$ cat config.mk
export PLATFORM = sky130hd
export DESIGN_NAME = alu_rr_arbiter
export DESIGN_NICKNAME = d
export VERILOG_FILES = /design/src/rtl/alu_rr_arbiter.sv
export SDC_FILE = /design/constraint.sdc
export NUM_CORES = 1
export LEC_CHECK = 0
export ABC_AREA = 1
export CAP_MARGIN = 20
export CORE_ASPECT_RATIO = 2
export CORE_MARGIN = 2
export CORE_UTILIZATION = 48
export CTS_BUF_LIST = sky130_fd_sc_hd__clkbuf_8
export DETAILED_ROUTE_END_ITERATION = 8
export PLACE_DENSITY = 0.76
export SYNTH_ARGS = -nofsm -noshare
export SYNTH_HDL_FRONTEND = slang
export SYNTH_HIERARCHICAL = 1
export SYNTH_SLANG_ARGS = --single-unit
export TNS_END_PERCENT = 20
$ cat constraint.sdc
create_clock -name clk -period 4.5 [get_ports clk]
set_input_delay 0.675 -clock clk [delete_from_list [all_inputs] [get_ports clk]]
set_output_delay 0.675 -clock clk [all_outputs]
set_load 0.1 [all_outputs]
$ cat src/rtl/alu_rr_arbiter.sv
// Round-robin share of one combinational ALU between two valid/ready requesters.
// Operands and result are registered around the ALU; one transaction in flight.

module alu #(
  parameter int unsigned WIDTH = 32
) (
  input  logic [WIDTH-1:0] in0,
  input  logic [WIDTH-1:0] in1,
  input  logic [2:0]       sel,
  output logic [WIDTH-1:0] out
);

  always_comb begin
    out = '0;
    case (sel)
      3'b000:  out = in0 + in1;
      3'b001:  out = in0 - in1;
      3'b010:  out = in0 >> 1;
      3'b011:  out = in0 << 1;
      3'b100:  out = in0 & in1;
      3'b101:  out = in0 | in1;
      3'b110:  out = in0 ^ in1;
      default: out = ~in0;
    endcase
  end

endmodule

module alu_rr_arbiter #(
  parameter int unsigned WIDTH = 32
) (
  input  logic             clk,
  input  logic             rst,
  input  logic             req0_valid,
  output logic             req0_ready,
  input  logic [WIDTH-1:0] req0_in0,
  input  logic [WIDTH-1:0] req0_in1,
  input  logic [2:0]       req0_sel,
  input  logic             req1_valid,
  output logic             req1_ready,
  input  logic [WIDTH-1:0] req1_in0,
  input  logic [WIDTH-1:0] req1_in1,
  input  logic [2:0]       req1_sel,
  output logic             rsp0_valid,
  input  logic             rsp0_ready,
  output logic [WIDTH-1:0] rsp0_out,
  output logic [2:0]       rsp0_flags,
  output logic             rsp1_valid,
  input  logic             rsp1_ready,
  output logic [WIDTH-1:0] rsp1_out,
  output logic [2:0]       rsp1_flags,
  output logic             busy,
  output logic             grant_id
);

  localparam int unsigned FLAG_W = 3;

  typedef enum logic [1:0] {IDLE, EXEC, RESP} state_t;

  state_t             state, state_n;
  logic               last_grant, last_grant_n;
  logic               grant_id_n;
  logic               win0, win1;
  logic               cap_ops, cap_res, rsp_done;
  logic [WIDTH-1:0]   op_a, op_b, op_a_n, op_b_n;
  logic [2:0]         op_sel, op_sel_n;
  logic [WIDTH-1:0]   alu_out;
  logic [WIDTH-1:0]   res_out;
  logic [FLAG_W-1:0]  res_flags, alu_flags;

  alu #(.WIDTH(WIDTH)) u_alu (
    .in0 (op_a),
    .in1 (op_b),
    .sel (op_sel),
    .out (alu_out)
  );

  // {neg, pos, zero} under signed interpretation
  assign alu_flags = {alu_out[WIDTH-1], !alu_out[WIDTH-1] && (|alu_out), ~(|alu_out)};

  always_ff @(posedge clk) begin
    if (rst) begin
      state      <= IDLE;
      last_grant <= 1'b1;
      grant_id   <= 1'b0;
    end else begin
      state      <= state_n;
      last_grant <= last_grant_n;
      grant_id   <= grant_id_n;
    end
  end

  // Arbitration, handshakes and sequencing; readies are suppressed during reset
  always_comb begin
    state_n      = state;
    last_grant_n = last_grant;
    grant_id_n   = grant_id;
    req0_ready   = 1'b0;
    req1_ready   = 1'b0;
    cap_ops      = 1'b0;
    cap_res      = 1'b0;
    rsp_done     = 1'b0;
    win1         = req1_valid && (!req0_valid || !last_grant);
    win0         = req0_valid && !win1;
    op_a_n       = win1 ? req1_in0 : req0_in0;
    op_b_n       = win1 ? req1_in1 : req0_in1;
    op_sel_n     = win1 ? req1_sel : req0_sel;
    case (state)
      IDLE: begin
        req0_ready = win0 && !rst;
        req1_ready = win1 && !rst;
        if (win0 || win1) begin
          cap_ops    = 1'b1;
          grant_id_n = win1;
          state_n    = EXEC;
        end
      end
      EXEC: begin
        cap_res = 1'b1;
        state_n = RESP;
      end
      RESP: begin
        if (grant_id ? rsp1_ready : rsp0_ready) begin
          rsp_done     = 1'b1;
          last_grant_n = grant_id;
          state_n      = IDLE;
        end
      end
      default: state_n = IDLE;
    endcase
  end

  always_ff @(posedge clk) begin
    if (rst) begin
      op_a       <= '0;
      op_b       <= '0;
      op_sel     <= '0;
      res_out    <= '0;
      res_flags  <= '0;
      rsp0_valid <= 1'b0;
      rsp1_valid <= 1'b0;
    end else begin
      if (cap_ops) begin
        op_a   <= op_a_n;
        op_b   <= op_b_n;
        op_sel <= op_sel_n;
      end
      if (cap_res) begin
        res_out    <= alu_out;
        res_flags  <= alu_flags;
        rsp0_valid <= !grant_id;
        rsp1_valid <= grant_id;
      end else if (rsp_done) begin
        rsp0_valid <= 1'b0;
        rsp1_valid <= 1'b0;
      end
    end
  end

  // Single result register feeds both channels; only the owner's valid is raised
  assign rsp0_out   = res_out;
  assign rsp1_out   = res_out;
  assign rsp0_flags = res_flags;
  assign rsp1_flags = res_flags;
  assign busy       = (state != IDLE);

endmodule

# Yosys cells after proc, flatten, opt, wreduce, memory -nomap -nowiden
# Index checks and enable logic that the tools add are counted.
[totals]
inputBits = 140
out_inout_bits = 76
reg_bits = 108
[classes]
n_addsub = 2
n_eq_ne = 10
bitwise = 5
reduce_logical = 21
muxes = 18
[ops]
columns = ["operator", "n"]
rows = [
  ["$pmux W32 S7", 1],
  ["$mux W32", 2],
  ["$add A32 B32 Y32", 1],
  ["$and A32 B32 Y32", 1],
  ["$not A32 Y32", 1],
  ["$or A32 B32 Y32", 1],
  ["$reduce_or A32 Y1", 1],
  ["$sub A32 B32 Y32", 1],
  ["$xor A32 B32 Y32", 1],
  ["$mux W1", 11],
  ["$eq A3 B3 Y1 const B", 3],
  ["$eq A3 B2 Y1 const B", 2],
  ["$logic_not A1 Y1", 6],
  ["$pmux W2 S3", 1],
  ["$reduce_and A2 Y1", 3],
  ["$logic_and A1 B1 Y1", 5],
  ["$mux W2", 2],
  ["$ne A2 B2 Y1 const B", 2],
  ["$reduce_bool A2 Y1", 2],
  ["$eq A3 B1 Y1 const B", 1],
  ["$logic_not A3 Y1", 1],
  ["$mux W3", 1],
  ["$eq A2 B1 Y1 const B", 1],
  ["$eq A2 B2 Y1 const B", 1],
  ["3 further kinds", 4],
]

# Logic depth before layout (Yosys ltp)
# Gate-level depths: netlist of the first run.
[depth]
word_depth = 8
depth_mapped = 33
depth_no_buf = 33

# Modules after synthesis
# The synthesis of the first run kept the hierarchy.
[by_module_without_submodules]
columns = ["module", "instances", "area_per_inst_um2", "cells_each", "seq_area_each_um2"]
rows = [
  ["alu", 1, 5605.4, 1034, 0.0],
  ["alu_rr_arbiter", 1, 4698.3, 646, 2142.1],
]

# Worst setup path after synthesis of the first run
# OpenSTA, ideal clock, no wires.
[synth_path]
path_kind = "register to output"
start = "register state[1]"
end = "output req0_ready"
n_path_buf = 0
stages_incl_launch_ff = 3
arrival_ns = 3.981
path_slack_ns = -0.156
path_cell_list = "dfxtp_1 -> or2_1 -> nor4_1"
[synth_between]
elab_chain_cells = 2
[synth_rtl]
columns = ["item", "line_no", "rtl"]
rows = [
  ["from (decl)", "60", "state_t state, state_n;"],
  ["from (signal assigned)", "87", "state <= state_n;"],
  ["$logic_not A2 Y1", "108", "case (state)"],
  ["$mux W1", "108", ""],
  ["to (decl)", "35", "output logic req0_ready,"],
]
# Every way passes these cells.

# Final worst setup path of the first run
[layout_path]
start = "register op_sel[0]"
end = "register res_flags[1], in the netlist rsp0_flags[1]"
[layout_between]
elab_chain_cells = 4
[layout_rtl]
columns = ["item", "line_no", "rtl"]
rows = [
  ["from (decl)", "66", "logic [2:0] op_sel, op_sel_n;"],
  ["from (signal assigned)", "146", "op_sel <= op_sel_n;"],
  ["$eq A3 B3 Y1 (tied with other cells)", "15", "case (sel)"],
  ["$pmux W32 S7 (*)", "15", ""],
  ["net alu_out[8]", "67", "logic [WIDTH-1:0] alu_out;"],
  ["$reduce_or A32 Y1 (*)", "79", "assign alu_flags = {alu_out[WIDTH-1], !alu_out[WIDTH-1] && (|alu_out), ~(|alu_out)};"],
  ["$logic_and A1 B1 Y1 (*)", "79", ""],
  ["to (signal assigned)", "150", "res_flags <= alu_flags;"],
  ["to (decl)", "69", "logic [FLAG_W-1:0] res_flags, alu_flags;"],
]
# Mark *: on every way through the listed nets, which the timed path passes. The rest lies on a longest branch.
# A chain may end at the register's enable or synchronous reset.

==> reports/results.ini, run 1 <==
[setup_path]
setup.reg_to_reg.worst_slack_ps=160
reg2reg_depth=21
cpPeakStageDelay_ps=380
crit_arrival_ps=4660
start_kind=register
crit_required_ps=4820
crit_path_top_delay_cell=dfxtp_2
endpoint=rsp0_flags[1]
timing.rr.end=rsp0_flags[1]
cp.depth=21
critPathLaunch=op_sel[0]
path_cells=inv_2 -> nor2_4 -> nand2_2 -> inv_1 -> buf_4 -> or2_2 -> xor2_1 -> ha_1 -> nand3_1 -> nand3_1 -> nand2_1 -> nand2_1 -> or2_2 -> nand3_1 -> o2111ai_1 -> nor2_1 -> nand2_1 -> nor2_2 -> nand2_1 -> o21ai_0 -> a21oi_1
setup.worst_path.class=register to register
endpoint_kind=register
crit_buf_inv=3
r2r_start=op_sel[0]
cp_top_family=simple AND/OR/NAND/NOR gates
crit_path_frequent_cell=nand2_1
worstPathMaxFanout=11

[yosys]
synth_largest_area_cell=dfxtp_1
synth_edf_count=0
yosys_warnings=6
ys_seq_elements=107
synth_nets=1917
yosys.area.top_type_share=0.208
syn_avg_cell_area_um2=6.13
synth_ff_type=dfxtp_1
synthCells=1680
ys_seq_area_frac=0.208
synth-async-reset-ratio=0
synth.distinct_cells=50
synthTopCellsByArea=dfxtp_1 21%, nand2_1 18%, ha_1 12%
syn_area_mm2=0.0103

[timing]
fmax_mhz=231
fin_skew_ps=33.5
max_slew_margin=0.327
period_share=0.963
hold_viol=0
drv_slew=0
finalSetupViolations=0
period_needed_ps=4340
fin_worst_hold_slack_ps=515
rsz0062_at_grt=false
tightest_slew_ps=1010

[clocking]
hold_buffers=0
numCtsBuffers=9
clock_path_buffers=2
clkLatencyLatePin_ps=450
cts_tree=built
cts_sinks=107
clock-root-buffer=clkbuf_8
clk_pin_slew_ps=110
htree_levels=3

[final_layout]
layout_common_cells=494 x nand2_1, 239 x inv_1, 213 x clkdlybuf4s50_1
nets=2067
final-seq-area_mm2=0.00215
fin_area_mm2=0.0127
fin_util=0.602
area_delta_synth_final_pct=22.8
fillers=2117
multi_input_area_mm2=0.00667
layout_commonest_cell=nand2_1
num_antenna_cells=0
drive_gt1_frac=0.0556

[die]
row_count=75
die_width_um=108
dieArea_mm2=0.0227
pin_count=216
die_h_um=211
initial_core_util=0.490
coreArea_mm2=0.0210

[placement]
io_buffers=215
place_congestion=1.00
placed_area_mm2=0.0124
hpwl_um=29600

[global_routing]
grt_overflow_total=0
grt_pass1_vias=11100
grt_antenna_before_repair=0
grt_usage=0.333
grt_pass1_wl_um=58300
grt_max_degree=136

[pwr]
cellPowerDensity_mw_per_mm2=386
p_leak_nw=6.20
p_total_mw=4.88
vdd_drop_max_v=0.000345

[routing]
dr.pass1.iters=8
wirelength_um=37500
ant_nets=0
drt-initial-drc-count=960
drcViolationCount=0
viasPerCell=5.49
wire_per_inst_um=17.8
route.vias.total=11600

[flow_run]
cap_violations=0

[min_path]
hp-class=register to register
worstHoldPathCells=2

[run_status]
status=complete, no violations

[layer usage]
metal  share of wire  track usage  vias to the layer above
li1                -            -                     5692
met1            0.37        0.377                     5195
met2            0.50        0.579                      531
met3           0.059       0.0386                      143
met4           0.071        0.218                        0
met5               0            0                        -
[how the worst min path moves through the flow]
| stage | to | slack (ps) | startpoint |
|---|---|---|---|
| 5_1_grt | rsp0_flags[1] | 560 | rsp0_flags[1] |
| 3_5_place_dp | rsp0_flags[1] | 500 | rsp0_flags[1] |
| 3_3_place_gp | rsp1_valid | 490 | rsp1_valid |
| 6_report | rsp0_flags[1] | 520 | rsp0_flags[1] |
| 4_1_cts | rsp0_flags[1] | 520 | rsp0_flags[1] |
| 2_1_floorplan | last_grant | 470 | last_grant |
[synthesized netlist by cell type, drive strengths merged (32+ instances only)]
library cell  instances
nor2                163
nand3               103
o21ai               118
a21oi                32
buf                  72
dfxtp               107
ha                   96
nand2               501
clkbuf               32
xor2                 32
a31oi                42
inv                 248
[kinds of logic (layout without fill, tap and decap cells)]
logic type	count (synthesis)	after routing	synth area share
and+or+nand+nor	818	818	0.331
buffers and inverters	353	508	0.150
AOI/OAI and AO/OA	272	272	0.165
DFF	107	107	0.208
adders and majority gates	97	97	0.119
xor gates and xnor gates	33	33	0.0281
[area by class of cell]
cell class | count | area share
Multi-Input combinational cell | 1220 | 0.527
Timing Repair Buffer | 243 | 0.187
Sequential cell | 107 | 0.170
Inverter | 249 | 0.0739
Tap cell | 269 | 0.0266
Clock buffer | 10 | 0.0109
Clock inverter | 6 | 0.00475
[registers in the layout (all words and copies together) (netlist names)]
| register | flops |
|---|---|
| grant_id | 1 |
| last_grant | 1 |
| op_a | 32 |
| op_b | 32 |
| op_sel | 3 |
| rsp0_flags | 2 |
| rsp0_out | 32 |
| rsp0_valid | 1 |
| rsp1_valid | 1 |
| state | 2 |
[metrics by stage]
stage,cells,setup slack [ps],setup TNS (ps)
after floorplan,1680,944,0
after global placement,2087,0.167,0
after detailed placement,2087,-63.3,-63.3
after CTS,2103,52.8,0
after global routing,2104,3.75,0
final,2104,165,0
[worst reg2reg max path: stages, from the launching register on]
cell and delay, ps:
dfxtp_2 380, inv_2 140, nor2_4 50, nand2_2 200, inv_1 200, buf_4 200
or2_2 290, xor2_1 260, ha_1 380, nand3_1 120, nand3_1 170, nand2_1 150
nand2_1 200, or2_2 330, nand3_1 70, o2111ai_1 180, nor2_1 140, nand2_1 70
nor2_2 250, nand2_1 150, o21ai_0 210, a21oi_1 80
[repair_timing]
action | in CTS | in global routing
pin swaps | 0 | 1
endpoints found under the setup margin | 1 | 2
gates resized for setup | 1 | 12
setup buffers | 0 | 1
[power breakdown]
group | internal, mW | total (mW) | switching [mW]
Clock | 0.228 | 0.646 | 0.418
Combinational | 0.915 | 2.99 | 2.08
Sequential | 1.07 | 1.24 | 0.173
Total | 2.21 | 4.88 | 2.67
Power figures use the tool's default switching activity.
==> run 2, diff against run 1 <==
--- a/config.mk
+++ b/config.mk
@@ -6,7 +6,6 @@
 export NUM_CORES = 1
 export LEC_CHECK = 0
 export ABC_AREA = 1
-export CAP_MARGIN = 20
 export CORE_ASPECT_RATIO = 2
 export CORE_MARGIN = 2
 export CORE_UTILIZATION = 48
==> results of run 2 <==
No change in the layout: final DEF, timing and power equal those of run 1.
==> run 3, diff against run 2 <==
--- a/config.mk
+++ b/config.mk
@@ -10,6 +10,7 @@
 export CORE_MARGIN = 2
 export CORE_UTILIZATION = 48
 export CTS_BUF_LIST = sky130_fd_sc_hd__clkbuf_8
+export CTS_CLUSTER_DIAMETER = 100
 export DETAILED_ROUTE_END_ITERATION = 8
 export PLACE_DENSITY = 0.76
 export SYNTH_ARGS = -nofsm -noshare
==> results of run 3 <==
No change in the layout: final DEF, timing and power equal those of run 1.
